### config.mk
export PLATFORM = sky130hd
export DESIGN_NAME = aes_core_ctrl_flat
export DESIGN_NICKNAME = d
export VERILOG_FILES = /design/src/rtl/aes_core_ctrl_if.sv /design/src/rtl/aes_core_ctrl.sv /design/src/flat_wrapper.sv
export SDC_FILE = /design/constraint.sdc
export NUM_CORES = 1
export LEC_CHECK = 0
export ABC_AREA = 0
export BUFFER_PORTS_ARGS = -buffer_cell sky130_fd_sc_hd__clkbuf_2
export CAP_MARGIN = 20
export CORE_AREA = 2 2 343 345
export CTS_CLUSTER_SIZE = 25
export DETAILED_ROUTE_END_ITERATION = 10
export DIE_AREA = 0 0 345 347
export GPL_TIMING_DRIVEN = 1
export HOLD_SLACK_MARGIN = 0.02
export SETUP_SLACK_MARGIN = 0.2
export SKIP_CTS_REPAIR_TIMING = 1
export SLEW_MARGIN = 20
export SYNTH_ARGS = -nofsm -noshare
export SYNTH_HDL_FRONTEND = slang
export SYNTH_SLANG_ARGS = --single-unit
### constraint.sdc
create_clock -name clk -period 3.01 [get_ports clk]
set_clock_uncertainty 0.1 [all_clocks]
set_input_delay 0.1505 -clock clk [delete_from_list [all_inputs] [get_ports clk]]
set_output_delay 0.1505 -clock clk [all_outputs]
set_load 0.02 [all_outputs]
### src/rtl/aes_core_ctrl_if.sv
//----------------------------------------------------------------------------
// aes_core_ctrl_if
//
// Host-side bus of the AES core controller. The host requests an operation
// with start, optionally forcing a fresh key expansion with keyLoad. The core
// reports progress with busy and a one-cycle done pulse. The ciphertext and
// the cycle count of the finished operation are returned on result and
// lastLatency.
//
// Signals
//   start        host -> core  request, sampled only while the core is idle
//   keyLoad      host -> core  demand fresh key expansion, sampled with start
//   key          host -> core  128-bit cipher key, captured on accepted start
//   blockIn      host -> core  128-bit plaintext, captured on accepted start
//   busy         core -> host  operation in progress
//   done         core -> host  one-cycle completion pulse
//   result       core -> host  128-bit ciphertext, held until the next done
//   lastLatency  core -> host  cycles from start acceptance to done, saturating
//
// Modports
//   master  host side (drives the request fields)
//   slave   core side (drives the status and result fields)
//----------------------------------------------------------------------------
interface aes_core_ctrl_if;
   logic         start;
   logic         keyLoad;
   logic [127:0] key;
   logic [127:0] blockIn;
   logic         busy;
   logic         done;
   logic [127:0] result;
   logic [7:0]   lastLatency;

   modport master (
      output start, keyLoad, key, blockIn,
      input  busy, done, result, lastLatency
   );

   modport slave (
      input  start, keyLoad, key, blockIn,
      output busy, done, result, lastLatency
   );
endinterface

### src/rtl/aes_core_ctrl.sv
//----------------------------------------------------------------------------
// aes_core_ctrl
//
// Sequencer for an AES encryption datapath made of a key-expansion block and
// an encryption block that share a single S-box. On an accepted host start
// the key and plaintext are registered and driven to the two blocks, the key
// expansion block is kicked with keyInit, and once it reports idle again the
// encryption block is kicked with encNext. When the encryption block reports
// idle the ciphertext is registered, done pulses for one cycle and the
// operation latency is published.
//
// Optional feature (macro KEY_CACHE_EN)
//   When defined, a start with keyLoad=0 after a completed key expansion
//   reuses the expanded key and goes straight to encryption. When undefined,
//   keyLoad is ignored and every start expands the key.
//
// Ports
//   clk          rising-edge clock
//   reset        asynchronous, active-low reset
//   host         host bus (aes_core_ctrl_if.slave)
//   keyOut       registered key to the key-expansion block
//   encBlock     registered plaintext to the encryption block
//   keyInit      one-cycle start pulse to the key-expansion block
//   encNext      one-cycle start pulse to the encryption block
//   keyReady     key-expansion block idle flag
//   encReady     encryption block idle flag
//   encResult    encryption block output
//   keySBoxReq   S-box request from the key-expansion block
//   encSBoxReq   S-box request from the encryption block
//   sBoxRequest  request forwarded to the shared S-box
//----------------------------------------------------------------------------
module aes_core_ctrl (
   input  logic                  clk,
   input  logic                  reset,
   aes_core_ctrl_if.slave        host,
   output logic [127:0]          keyOut,
   output logic [127:0]          encBlock,
   output logic                  keyInit,
   output logic                  encNext,
   input  logic                  keyReady,
   input  logic                  encReady,
   input  logic [127:0]          encResult,
   input  logic [31:0]           keySBoxReq,
   input  logic [31:0]           encSBoxReq,
   output logic [31:0]           sBoxRequest
);

   localparam int DATA_W = 128;
   localparam int LAT_W  = 8;

   typedef enum logic [2:0] {
      IDLE,
      KEY_START,
      KEY_WAIT,
      ENC_START,
      ENC_WAIT,
      FINISH
   } state_t;

   state_t              state_q, state_d;
   logic [DATA_W-1:0]   key_q, key_d;
   logic [DATA_W-1:0]   block_q, block_d;
   logic [DATA_W-1:0]   result_q, result_d;
   logic [LAT_W-1:0]    lat_q, lat_d;
   logic [LAT_W-1:0]    last_lat_q, last_lat_d;
   logic                sbox_key_q, sbox_key_d;
   logic                busy_w;
   logic                done_w;
   logic                accept_w;
   logic                skip_key_w;

   // Saturating increment: the counter sticks at all-ones instead of wrapping.
   function automatic logic [LAT_W-1:0] sat_inc(input logic [LAT_W-1:0] v);
      if (v == {LAT_W{1'b1}}) begin
         return v;
      end
      return v + 1'b1;
   endfunction

   assign accept_w = (state_q == IDLE) && host.start;

`ifdef KEY_CACHE_EN
   logic key_valid_q, key_valid_d;

   // The expanded key is distrusted as soon as a new expansion is launched
   // and trusted again only when that expansion completes.
   always_comb begin
      key_valid_d = key_valid_q;
      if (accept_w && !skip_key_w) begin
         key_valid_d = 1'b0;
      end else if ((state_q == KEY_WAIT) && keyReady) begin
         key_valid_d = 1'b1;
      end
   end

   always_ff @(posedge clk or negedge reset) begin
      if (!reset) begin
         key_valid_q <= 1'b0;
      end else begin
         key_valid_q <= key_valid_d;
      end
   end

   assign skip_key_w = !host.keyLoad && key_valid_q;
`else
   logic unused_keyload;
   assign unused_keyload = host.keyLoad;
   assign skip_key_w     = 1'b0;
`endif

   // Next-state and output decode
   always_comb begin
      state_d    = state_q;
      key_d      = key_q;
      block_d    = block_q;
      result_d   = result_q;
      lat_d      = lat_q;
      last_lat_d = last_lat_q;
      keyInit    = 1'b0;
      encNext    = 1'b0;
      busy_w     = 1'b0;
      done_w     = 1'b0;

      case (state_q)
         IDLE: begin
            if (host.start) begin
               key_d   = host.key;
               block_d = host.blockIn;
               lat_d   = '0;
               state_d = skip_key_w ? ENC_START : KEY_START;
            end
         end
         KEY_START: begin
            busy_w  = 1'b1;
            keyInit = 1'b1;
            lat_d   = sat_inc(lat_q);
            state_d = KEY_WAIT;
         end
         KEY_WAIT: begin
            busy_w = 1'b1;
            lat_d  = sat_inc(lat_q);
            if (keyReady) begin
               state_d = ENC_START;
            end
         end
         ENC_START: begin
            busy_w  = 1'b1;
            encNext = 1'b1;
            lat_d   = sat_inc(lat_q);
            state_d = ENC_WAIT;
         end
         ENC_WAIT: begin
            busy_w = 1'b1;
            lat_d  = sat_inc(lat_q);
            if (encReady) begin
               result_d   = encResult;
               // Published together with the result so it is valid at done;
               // the value counts every busy cycle including this one.
               last_lat_d = sat_inc(lat_q);
               state_d    = FINISH;
            end
         end
         FINISH: begin
            done_w  = 1'b1;
            state_d = IDLE;
         end
         default: begin
            state_d = IDLE;
         end
      endcase

      // S-box ownership follows the upcoming state so that the registered
      // select lines up with the state register and never sees start directly.
      sbox_key_d = (state_d == KEY_START) || (state_d == KEY_WAIT);
   end

   // State and datapath registers
   always_ff @(posedge clk or negedge reset) begin
      if (!reset) begin
         state_q    <= IDLE;
         key_q      <= '0;
         block_q    <= '0;
         result_q   <= '0;
         lat_q      <= '0;
         last_lat_q <= '0;
         sbox_key_q <= 1'b0;
      end else begin
         state_q    <= state_d;
         key_q      <= key_d;
         block_q    <= block_d;
         result_q   <= result_d;
         lat_q      <= lat_d;
         last_lat_q <= last_lat_d;
         sbox_key_q <= sbox_key_d;
      end
   end

   assign keyOut           = key_q;
   assign encBlock         = block_q;
   assign sBoxRequest      = sbox_key_q ? keySBoxReq : encSBoxReq;
   assign host.busy        = busy_w;
   assign host.done        = done_w;
   assign host.result      = result_q;
   assign host.lastLatency = last_lat_q;

endmodule

### src/flat_wrapper.sv
// flat-port wrapper written by rule: the top's interface ports become plain ports
module aes_core_ctrl_flat 
  (clk, reset, keyOut, encBlock, keyInit, encNext, keyReady, encReady, encResult, keySBoxReq, encSBoxReq, sBoxRequest, host_start, host_keyLoad, host_key, host_blockIn, host_busy, host_done, host_result, host_lastLatency);
  aes_core_ctrl_if host_i ();
  input  logic clk;
  input  logic reset;
  output logic [127:0] keyOut;
  output logic [127:0] encBlock;
  output logic keyInit;
  output logic encNext;
  input  logic keyReady;
  input  logic encReady;
  input  logic [127:0] encResult;
  input  logic [31:0] keySBoxReq;
  input  logic [31:0] encSBoxReq;
  output logic [31:0] sBoxRequest;
  input wire logic [$bits(host_i.start)-1:0] host_start;
  input wire logic [$bits(host_i.keyLoad)-1:0] host_keyLoad;
  input wire logic [$bits(host_i.key)-1:0] host_key;
  input wire logic [$bits(host_i.blockIn)-1:0] host_blockIn;
  output wire logic [$bits(host_i.busy)-1:0] host_busy;
  output wire logic [$bits(host_i.done)-1:0] host_done;
  output wire logic [$bits(host_i.result)-1:0] host_result;
  output wire logic [$bits(host_i.lastLatency)-1:0] host_lastLatency;
  assign host_i.start = host_start;
  assign host_i.keyLoad = host_keyLoad;
  assign host_i.key = host_key;
  assign host_i.blockIn = host_blockIn;
  assign host_busy = host_i.busy;
  assign host_done = host_i.done;
  assign host_result = host_i.result;
  assign host_lastLatency = host_i.lastLatency;
  aes_core_ctrl u_core (.clk(clk), .reset(reset), .host(host_i), .keyOut(keyOut), .encBlock(encBlock), .keyInit(keyInit), .encNext(encNext), .keyReady(keyReady), .encReady(encReady), .encResult(encResult), .keySBoxReq(keySBoxReq), .encSBoxReq(encSBoxReq), .sBoxRequest(sBoxRequest));
endmodule
==> flow_summary.toml, run 1 <==
[synthesis]
synth_cells = 1784
async_flop_share_pct = 100.0
ys_warn_count = 0
yosys_most_used_dff = "dfrtp_1"
synth_area_sq_um = 15880
yosysSeqAreaShare_pct = 63.67
synth_cell_types = 45
synth.avg_cell_area_sq_um = 8.900
syn_nets = 2239
synth_edf_count = 0
synth-seq-cells = 404

[run]
max_cap_viol_count = 0

[global_routing]
antenna_found_initial = 22
grt_pass1_wl_microns = 97100
grt_pass1_vias = 15115
grt_max_degree = 96
overflow = 0
gr-usage-all-layers_pct = 10.68

[sta]
hold_viol = 0
rsz0062_at_grt = "no"
fin_setup_tns_ps = 0
setup_viol = 0
slew_violations = 0
worstMarginPinSlew_ps = 813.2
period_needed_ps = 2252
slew_headroom_pct = 45.79
fin_crit_sh_pct = 74.83
fmaxAchievable_mhz = 444.0

[routing]
vias = 16998
drc = 0
initialDrtViolationCount = 1142
ant_nets = 0
drt_wl_total_microns = 71650
avgViaCountPerCell = 3.653
wl_per_cell_microns = 15.40
firstDrtPassIters = 5

[clock_tree]
cts_tree = "yes"
cts_buffers = 51
insertion_delay_ps = 600
clock-sinks = 404
cts_max_level = 2
clk_pin_slew_worst_paths_ps = 60
cts_max_path_buffers = 3
root_buffer = "clkbuf_16"

[pwr]
power_density_nw_per_um2 = 983.1
power.switching_mw = 12.08
internal_power_mw = 15.58
peakVddDrop_mv = 0.5066
swShare_pct = 43.67
p_comb_share_pct = 42.8
clockPowerShare_pct = 23.1
sequentialPowerShare_pct = 34.1
p_leak_nw = 15.22

[final_layout]
final_area_sq_um = 28130
area_delta_synth_final_pct = 77.18
drive_above_1_share_pct = 33.43
nets = 3535
utilization_pct = 24.31

[run_status]
outcome = "finished, final reports clean"

[worst_setup_path]
worstSetupEndpointType = "output port"
start_kind = "flip-flop"
path_max_fanout = 32
crit_type = "flip-flop to output port"
required_ps = 2760
crit_arrival_ps = 2000

[placement]
dp_hpwl_microns = 52200
place_congestion = 0.8732
place_area_sq_um = 22340
io_buffers = 880

[floorplan]
pin_count = 882
row_count = 125
die_area_sq_um = 119700
die_h_microns = 347
floorplan.initialDensity_pct = 13.72
core_sq_um = 115700
die_w_microns = 345

[worst_hold_path]
holdCritPathClass = "primary input to asynchronous set/reset pin"
metrics by stage:
step                      setup WS [ps]  power [mW]  hold slack (ps)  instances
after CTS                         669.1       27.47           -534.1       4243
after global placement            792.8       20.70            166.4       4150
after detailed placement          740.3       20.87            167.8       4150
after global routing              581.3       29.40            110.4       4653
after floorplan                    1305       15.89           -245.1       1784
final                             757.6       27.66            88.38       4653
registers in the layout, summed over array words and instances (netlist names):
register and flops:
u_core.lat_q 8, u_core.host.lastLatency 8, u_core.encBlock 128, u_core.sbox_key_q 1, u_core.state_q 3, u_core.keyOut 128, u_core.host.result 128
cell type report:
type	instances	area, sq um
tap	1524	1907
timing repair buffer	1341	9016
multi-input combinational	1279	5313
clock buffer	67	1436
fill	12384	87600
sequential	404	10110
antenna	9	22.52
inverter	3	11.26
clock inverter	26	316.6
critical path, stage by stage, from the launching register on:
cell      delay (ps)
dfrtp_1          340
buf_4            390
mux2_1           470
clkbuf_2         200
logic make-up after synthesis:
group                      count (synthesis)  share of synthesized area [%]
and+or+nand+nor                         1207                          29.12
DFF                                      404                          63.67
buffers and inverters                    101                          3.089
muxes                                     36                          2.522
AOI/OAI and AO/OA                         33                          1.411
xor gates and xnor gates                   2                         0.1103
adders and majority gates                  1                        0.07879
layout by cell type, fill, tap and decap left out, drive strengths merged, types with 3 or more instances in the layout:
| master | count |
|---|---|
| a21oi | 10 |
| and3 | 7 |
| o21ai | 9 |
| diode | 9 |
| mux2 | 32 |
| a31oi | 5 |
| and2 | 3 |
| clkbuf | 946 |
| nand2 | 1168 |
| buf | 61 |
| mux2i | 4 |
| dlygate4sd3 | 401 |
| clkinv | 11 |
| clkinvlp | 5 |
| inv | 8 |
| bufinv | 5 |
| dfrtp | 404 |
| o31ai | 3 |
| nor2 | 11 |
| nand3 | 5 |
path summary, 6_finish.rpt:
path                                                        start                                     end  slack [ps]  cells past startpoint
max in group asynchronous                                   reset         u_core.encBlock[50]$_DFFE_PN0P_        1780                      3
setup reg to reg                      u_core.state_q[1]$_DFF_PN0_         u_core.encBlock[55]$_DFFE_PN0P_         780                      5
min in group clk                                 host_blockIn[71]         u_core.encBlock[71]$_DFFE_PN0P_         160                      4
setup / recovery                      u_core.sbox_key_q$_DFF_PN0_                         sBoxRequest[21]         760                      3
hold / removal                                              reset        u_core.encBlock[107]$_DFFE_PN0P_          90                      2
hold reg to reg            u_core.host.lastLatency[4]$_DFFE_PN0P_  u_core.host.lastLatency[4]$_DFFE_PN0P_         370                      2
power by group through the flow:
stage | logic (mW) | clock network (mW) | registers [mW]
floorplan | 3.68 | 0 | 12.2
global placement | 11.3 | 0 | 9.37
detailed placement | 11.5 | 0 | 9.41
CTS | 11.5 | 6.64 | 9.38
global route | 12.8 | 6.83 | 9.73
finish | 11.8 | 6.39 | 9.44
cells in the mapped netlist, drive strengths merged (3+ instances only):
library cell / number / area [sq um]
clkbuf: 27 / 101.4
a21oi: 10 / 53.80
nor2: 11 / 48.80
inv: 3 / 11.26
and2: 3 / 22.53
nand3: 5 / 25.02
and3: 7 / 45.05
dfrtp: 404 / 10110
mux2i: 4 / 40.04
o31ai: 3 / 22.52
buf: 71 / 377.9
nand2: 1168 / 4384
mux2: 32 / 360.3
o21ai: 9 / 48.80
a31oi: 5 / 46.29
per-layer routing:
layer  vias up  global-route usage [%]  wire length (microns)
li1       8047                       -                      -
met3       175                   4.157                   5433
met1      8012                   12.40                  28480
met4        26                   4.377                   3156
met2       738                   17.57                  34400
met5         -                       0                    179
Note: power is estimated with default switching activity, not from simulation.
==> run 2: changes to the inputs <==
ABC_AREA = 1   (was 0)
CORE_AREA = 2 2 345 347   (was 2 2 343 345)
DIE_AREA = 0 0 347 349   (was 0 0 345 347)
clock period = 1.9 ns   (was 3.01 ns; I/O delays follow)
==> run 2 against run 1 <==
Effect of this change: the flow now finishes with violations (setup timing); clock power grew 50%; synthesized cell count grew 0.50%; power grew 76%; wire length grew 40%; combinational power rose by 100%; via count increased by 2.8%; clock-buffer cell count up 9; setup slack lost 820 ps; die area increased by 1.2%.
==> flow_summary.toml, run 2 <==
[synthesis]
synth_top_cell_area_share_pct = 62.89
synth_area_sq_um = 16080
synth-seq-cells = 404
synthTopCellsByArea = "dfrtp_1 63%, nand2_1 16%, inv_1 6.3%"
synth_edf_count = 0
synth.most_common_cell = "nand2_1"
syn_nets = 2248
synthTopCellsByCount = "705 x nand2_1, 404 x dfrtp_1, 270 x inv_1"
synth_cell_types = 21
yosysSeqAreaShare_pct = 62.89
synth.avg_cell_area_sq_um = 8.966
synth_cells = 1793
synth.largest_area_cell = "dfrtp_1"
ys_warn_count = 0
yosys_most_used_dff = "dfrtp_1"
async_flop_share_pct = 100.0

[worst_setup_path]
critical_path.top_delay_family = "multiplexers"
worstSetupEndpointType = "output port"
crit_buf_inv = 2
crit_arrival_ps = 1770
crit_type = "flip-flop to output port"
path_max_fanout = 32
required_ps = 1700
cpPeakStageDelay_ps = 380
worstPathCellList = "buf_12 -> mux2_2 -> clkbuf_2"
crit_slowest_cell = "mux2_2"
start_kind = "flip-flop"

[run_status]
outcome = "complete, but fails checks"
failed_checks = "setup timing"

[placement]
place_area_sq_um = 22600
dp_hpwl_microns = 72220
place_congestion = 0.8353
io_buffers = 880
pre_cts_ws_ps = 149.4

[pwr]
p_comb_share_pct = 48.8
peakVddDrop_mv = 0.7693
power_density_nw_per_um2 = 1602
p_leak_nw = 16.39
clockPowerShare_pct = 19.7
swShare_pct = 45.65
power.switching_mw = 22.26
internal_power_mw = 26.51
sequentialPowerShare_pct = 31.5

[floorplan]
pin_count = 882
die_h_microns = 349
die_w_microns = 347
core_sq_um = 117500
floorplan.initialDensity_pct = 13.69
row_count = 126
die_area_sq_um = 121100

[final_layout]
final_cell_mix = "854 x clkbuf_2, 601 x nand2_1, 400 x dfrtp_1"
utilization_pct = 25.92
nets = 3591
drive_above_1_share_pct = 40.49
final_common_cell = "clkbuf_2"
final_area_sq_um = 30450
area_delta_synth_final_pct = 89.39

[sta]
slew_headroom_pct = 68.82
fin_crit_sh_pct = 103.3
setup_viol = 32
slew_violations = 0
hold_viol = 0
period_needed_ps = 1962
fmaxAchievable_mhz = 509.7
rsz0062_at_grt = "yes"
fin_setup_tns_ps = -1039
setup_slack_ps = -61.91
worstMarginPinSlew_ps = 464.5

[routing]
firstDrtPassIters = 5
ant_nets = 0
drt_wl_total_microns = 100400
vias = 17469
wl_per_cell_microns = 21.25
drc = 0
avgViaCountPerCell = 3.697
initialDrtViolationCount = 1039

[clock_tree]
cts_buffers = 50
clk_pin_slew_worst_paths_ps = 60
cts_tree = "yes"
cts_max_level = 2
insertion_delay_ps = 610
root_buffer = "clkbuf_16"
clock-sinks = 404
cts_max_path_buffers = 3

[global_routing]
grt_pass1_vias = 14961
grt_pass1_wl_microns = 116800
gr-usage-all-layers_pct = 13.70
grt_max_degree = 105
antenna_found_initial = 42
overflow = 0

[worst_hold_path]
holdCritPathClass = "primary input to asynchronous set/reset pin"

[run]
max_cap_viol_count = 0
[run 2: cell count changes after synthesis, sizes merged, moves of 7 or more]
cell	delta
clkbuf	-21
nand2	-463
o21ai	+255
a21oi	-10
nand3	+10
and3	-7
inv	+269
buf	+12
[run 2: path summary, 6_finish.rpt]
| check | start | cells after the start | slack, ps | to |
|---|---|---|---|---|
| max in group asynchronous | reset | 3 | 1200 | u_core.encBlock[110]$_DFFE_PN0P_ |
| min in group clk | encResult[98] | 4 | 120 | u_core.host.result[98]$_DFFE_PN0P_ |
| setup / recovery | u_core.sbox_key_q$_DFF_PN0_ | 3 | -60 | sBoxRequest[19] |
| hold / removal | reset | 3 | 60 | u_core.encBlock[22]$_DFFE_PN0P_ |
| setup reg to reg | u_core.state_q[1]$_DFF_PN0_ | 8 | 10 | u_core.encBlock[54]$_DFFE_PN0P_ |
| hold reg to reg | u_core.host.result[32]$_DFFE_PN0P_ | 2 | 380 | u_core.host.result[32]$_DFFE_PN0P_ |
[run 2: cells by family after synthesis]
family          share of synthesized area, %
flops                                  62.89
compound gates                         8.219
buf+inv                                9.153
mux                                    2.242
simple gates                           17.36
fa+ha+maj                            0.07782
xor+xnor                             0.05449
[run 2: per-stage QoR]
stage / hold slack [ps] / total power [mW] / std cells
after floorplan: -300.6 / 24.91 / 1793
after global placement: -53.22 / 34.30 / 4170
after CTS: -749.5 / 44.47 / 4260
after global routing: 79.05 / 51.48 / 4718
final: 63.88 / 48.77 / 4725
after detailed placement: -51.99 / 34.57 / 4170
[run 2: layout make-up]
class | instances | area [sq um]
well taps | 1536 | 1922
multi-input cells | 1028 | 5453
clock inverters | 14 | 138.9
fillers | 12364 | 87000
diodes | 15 | 37.54
clock buffers | 76 | 1490
flip-flops and latches | 404 | 10110
repair buffers | 1380 | 10250
inverters | 272 | 1039
[run 2: layer usage]
layer  track usage, %  vias up  share of wire (%)
li1                 -     8172                  -
met1            14.40     8332                 37
met5                0        -               0.25
met4            2.955       38                2.6
met3            6.094      187                7.5
met2            25.02      740                 52
[run 2: power groups by stage]
stage | combinational [mW] | sequential [mW] | clock, mW
after floorplan | 5.55 | 19.4 | 0
after global placement | 19.5 | 14.8 | 0
after detailed placement | 19.7 | 14.8 | 0
after CTS | 19.7 | 14.8 | 9.93
after global routing | 25.4 | 15.8 | 10.2
final | 23.8 | 15.4 | 9.59
[run 2: tightest hold or removal path, cell delays in order]
cell,delay (ps)
dlygate4sd3_1,570
buf_8,230
buf_4,210
==> run 3: changes to the inputs <==
CTS_BUF_LIST = sky130_fd_sc_hd__clkbuf_4   (was default)
==> run 3 against run 2 <==
Effect of this change: the flow still finishes with violations (setup timing); power down 2.9%; critical endpoint unchanged; hold slack better by 80 ps; sequential share of layout area is 3.1 points lower.
==> flow_summary.toml, run 3 (synthesized netlist as in run 2, its figures left out) <==
[run_status]
outcome = "complete, but fails checks"
failed_checks = "setup timing"

[worst_setup_path]
worstPathCellList = "buf_12 -> mux2_2 -> clkbuf_2"
rr_worst_depth = 7
path_max_fanout = 32
r2r_setup_slack_ps = 50
cp.depth = 3
crit_slowest_cell = "mux2_2"
start_kind = "flip-flop"
crit_arrival_ps = 2170
critical_path.top_delay_family = "multiplexers"
cpPeakStageDelay_ps = 380
crit_type = "flip-flop to output port"
worstSetupEndpointType = "output port"
rr_endpoint = "u_core.encBlock[65]$_DFFE_PN0P_"
rr_startpoint = "u_core.state_q[2]$_DFF_PN0_"
crit_buf_inv = 2
required_ps = 1700

[routing]
drt_wl_total_microns = 99480
initialDrtViolationCount = 1143
drc = 0
wl_per_cell_microns = 19.03
ant_nets = 0
avgViaCountPerCell = 3.714
firstDrtPassIters = 6
vias = 19409

[floorplan]
row_count = 126
pin_count = 882
die_h_microns = 349
die_area_sq_um = 121100
floorplan.initialDensity_pct = 13.69
die_w_microns = 347
core_sq_um = 117500

[sta]
fmaxAchievable_mhz = 423.2
worstMarginPinSlew_ps = 450.3
fin_crit_sh_pct = 124.4
setup_slack_ps = -463.1
slew_headroom_pct = 69.78
slew_violations = 0
period_needed_ps = 2363
rsz0062_at_grt = "yes"
setup_viol = 36
fin_setup_tns_ps = -14700
hold_viol = 0
holdWs_ps = 143.4

[worst_hold_path]
holdCritPathClass = "primary input to flip-flop"
hold_end = "u_core.sbox_key_q$_DFF_PN0_"
worstHoldStart = "host_start"
hold_depth = 5

[global_routing]
gr-usage-all-layers_pct = 13.88
antenna_found_initial = 41
grt_pass1_vias = 15461
grt_max_degree = 105
overflow = 0
grt_pass1_wl_microns = 117600

[final_layout]
area_delta_synth_final_pct = 108.7
utilization_pct = 28.56
nets = 4051
drive_above_1_share_pct = 33.17
final_common_cell = "dlygate4sd3_1"
final_cell_mix = "775 x dlygate4sd3_1, 702 x nand2_1, 677 x clkbuf_2"
final_area_sq_um = 33550

[clock_tree]
clk_pin_slew_worst_paths_ps = 60
cts_max_level = 3
cts_max_path_buffers = 3
root_buffer = "clkbuf_4"
clock-sinks = 404
cts_tree = "yes"
insertion_delay_ps = 980
cts_buffers = 113

[placement]
dp_hpwl_microns = 72220
io_buffers = 880
place_congestion = 0.8353
place_area_sq_um = 22600
pre_cts_ws_ps = 149.4

[run]
max_cap_viol_count = 0

[pwr]
peakVddDrop_mv = 0.8911
power_density_nw_per_um2 = 1412
p_leak_nw = 17.70
==> run 3: per-stage QoR <==
step                power (mW)  cells
global route             50.22   5217
floorplan                24.91   1793
detailed placement       34.57   4170
global placement         34.30   4170
CTS                      42.83   4364
finish                   47.35   5226
==> run 3: how the worst max path moves through the flow <==
stage | start | end | slack (ps)
detailed placement | u_core.state_q[1]$_DFF_PN0_ | u_core.keyOut[89]$_DFFE_PN0P_ | 150
floorplan | u_core.lat_q[1]$_DFFE_PN0P_ | u_core.lat_q[0]$_DFFE_PN0P_ | 450
CTS | u_core.state_q[1]$_DFF_PN0_ | host_busy | -920
global placement | u_core.state_q[1]$_DFF_PN0_ | u_core.keyOut[122]$_DFFE_PN0P_ | 190
global route | u_core.state_q[0]$_DFF_PN0_ | host_busy | -650
finish | u_core.sbox_key_q$_DFF_PN0_ | sBoxRequest[19] | -460
==> run 3: cell type report <==
cell class | instances | area, sq um
multi-input combinational | 1028 | 4552
fill | 12086 | 83900
timing repair buffer | 1777 | 14530
clock inverter | 32 | 146.4
clock buffer | 162 | 1216
sequential | 404 | 10120
antenna | 15 | 37.54
tap | 1536 | 1922
inverter | 272 | 1028
==> run 3: per-layer routing <==
metal / track usage, % / wire length (microns) / up-vias
met3: 6.350 / 8426 / 284
met2: 24.94 / 50430 / 894
li1: - / - / 9121
met4: 4.366 / 4248 / 40
met5: 0 / 263 / -
met1: 14.29 / 36100 / 9070
==> run 3: tightest hold or removal path: stages <==
cell           delay, ps
dlygate4sd3_1        560
clkbuf_2             140
nand3_4              100
buf_12               200
o21ai_0              120
==> run 3: power breakdown <==
part           internal, mW  total [mW]  switching, mW
Combinational          9.67        24.1           14.4
Sequential             12.5        15.3           2.76
Clock                  3.90        7.95           4.05
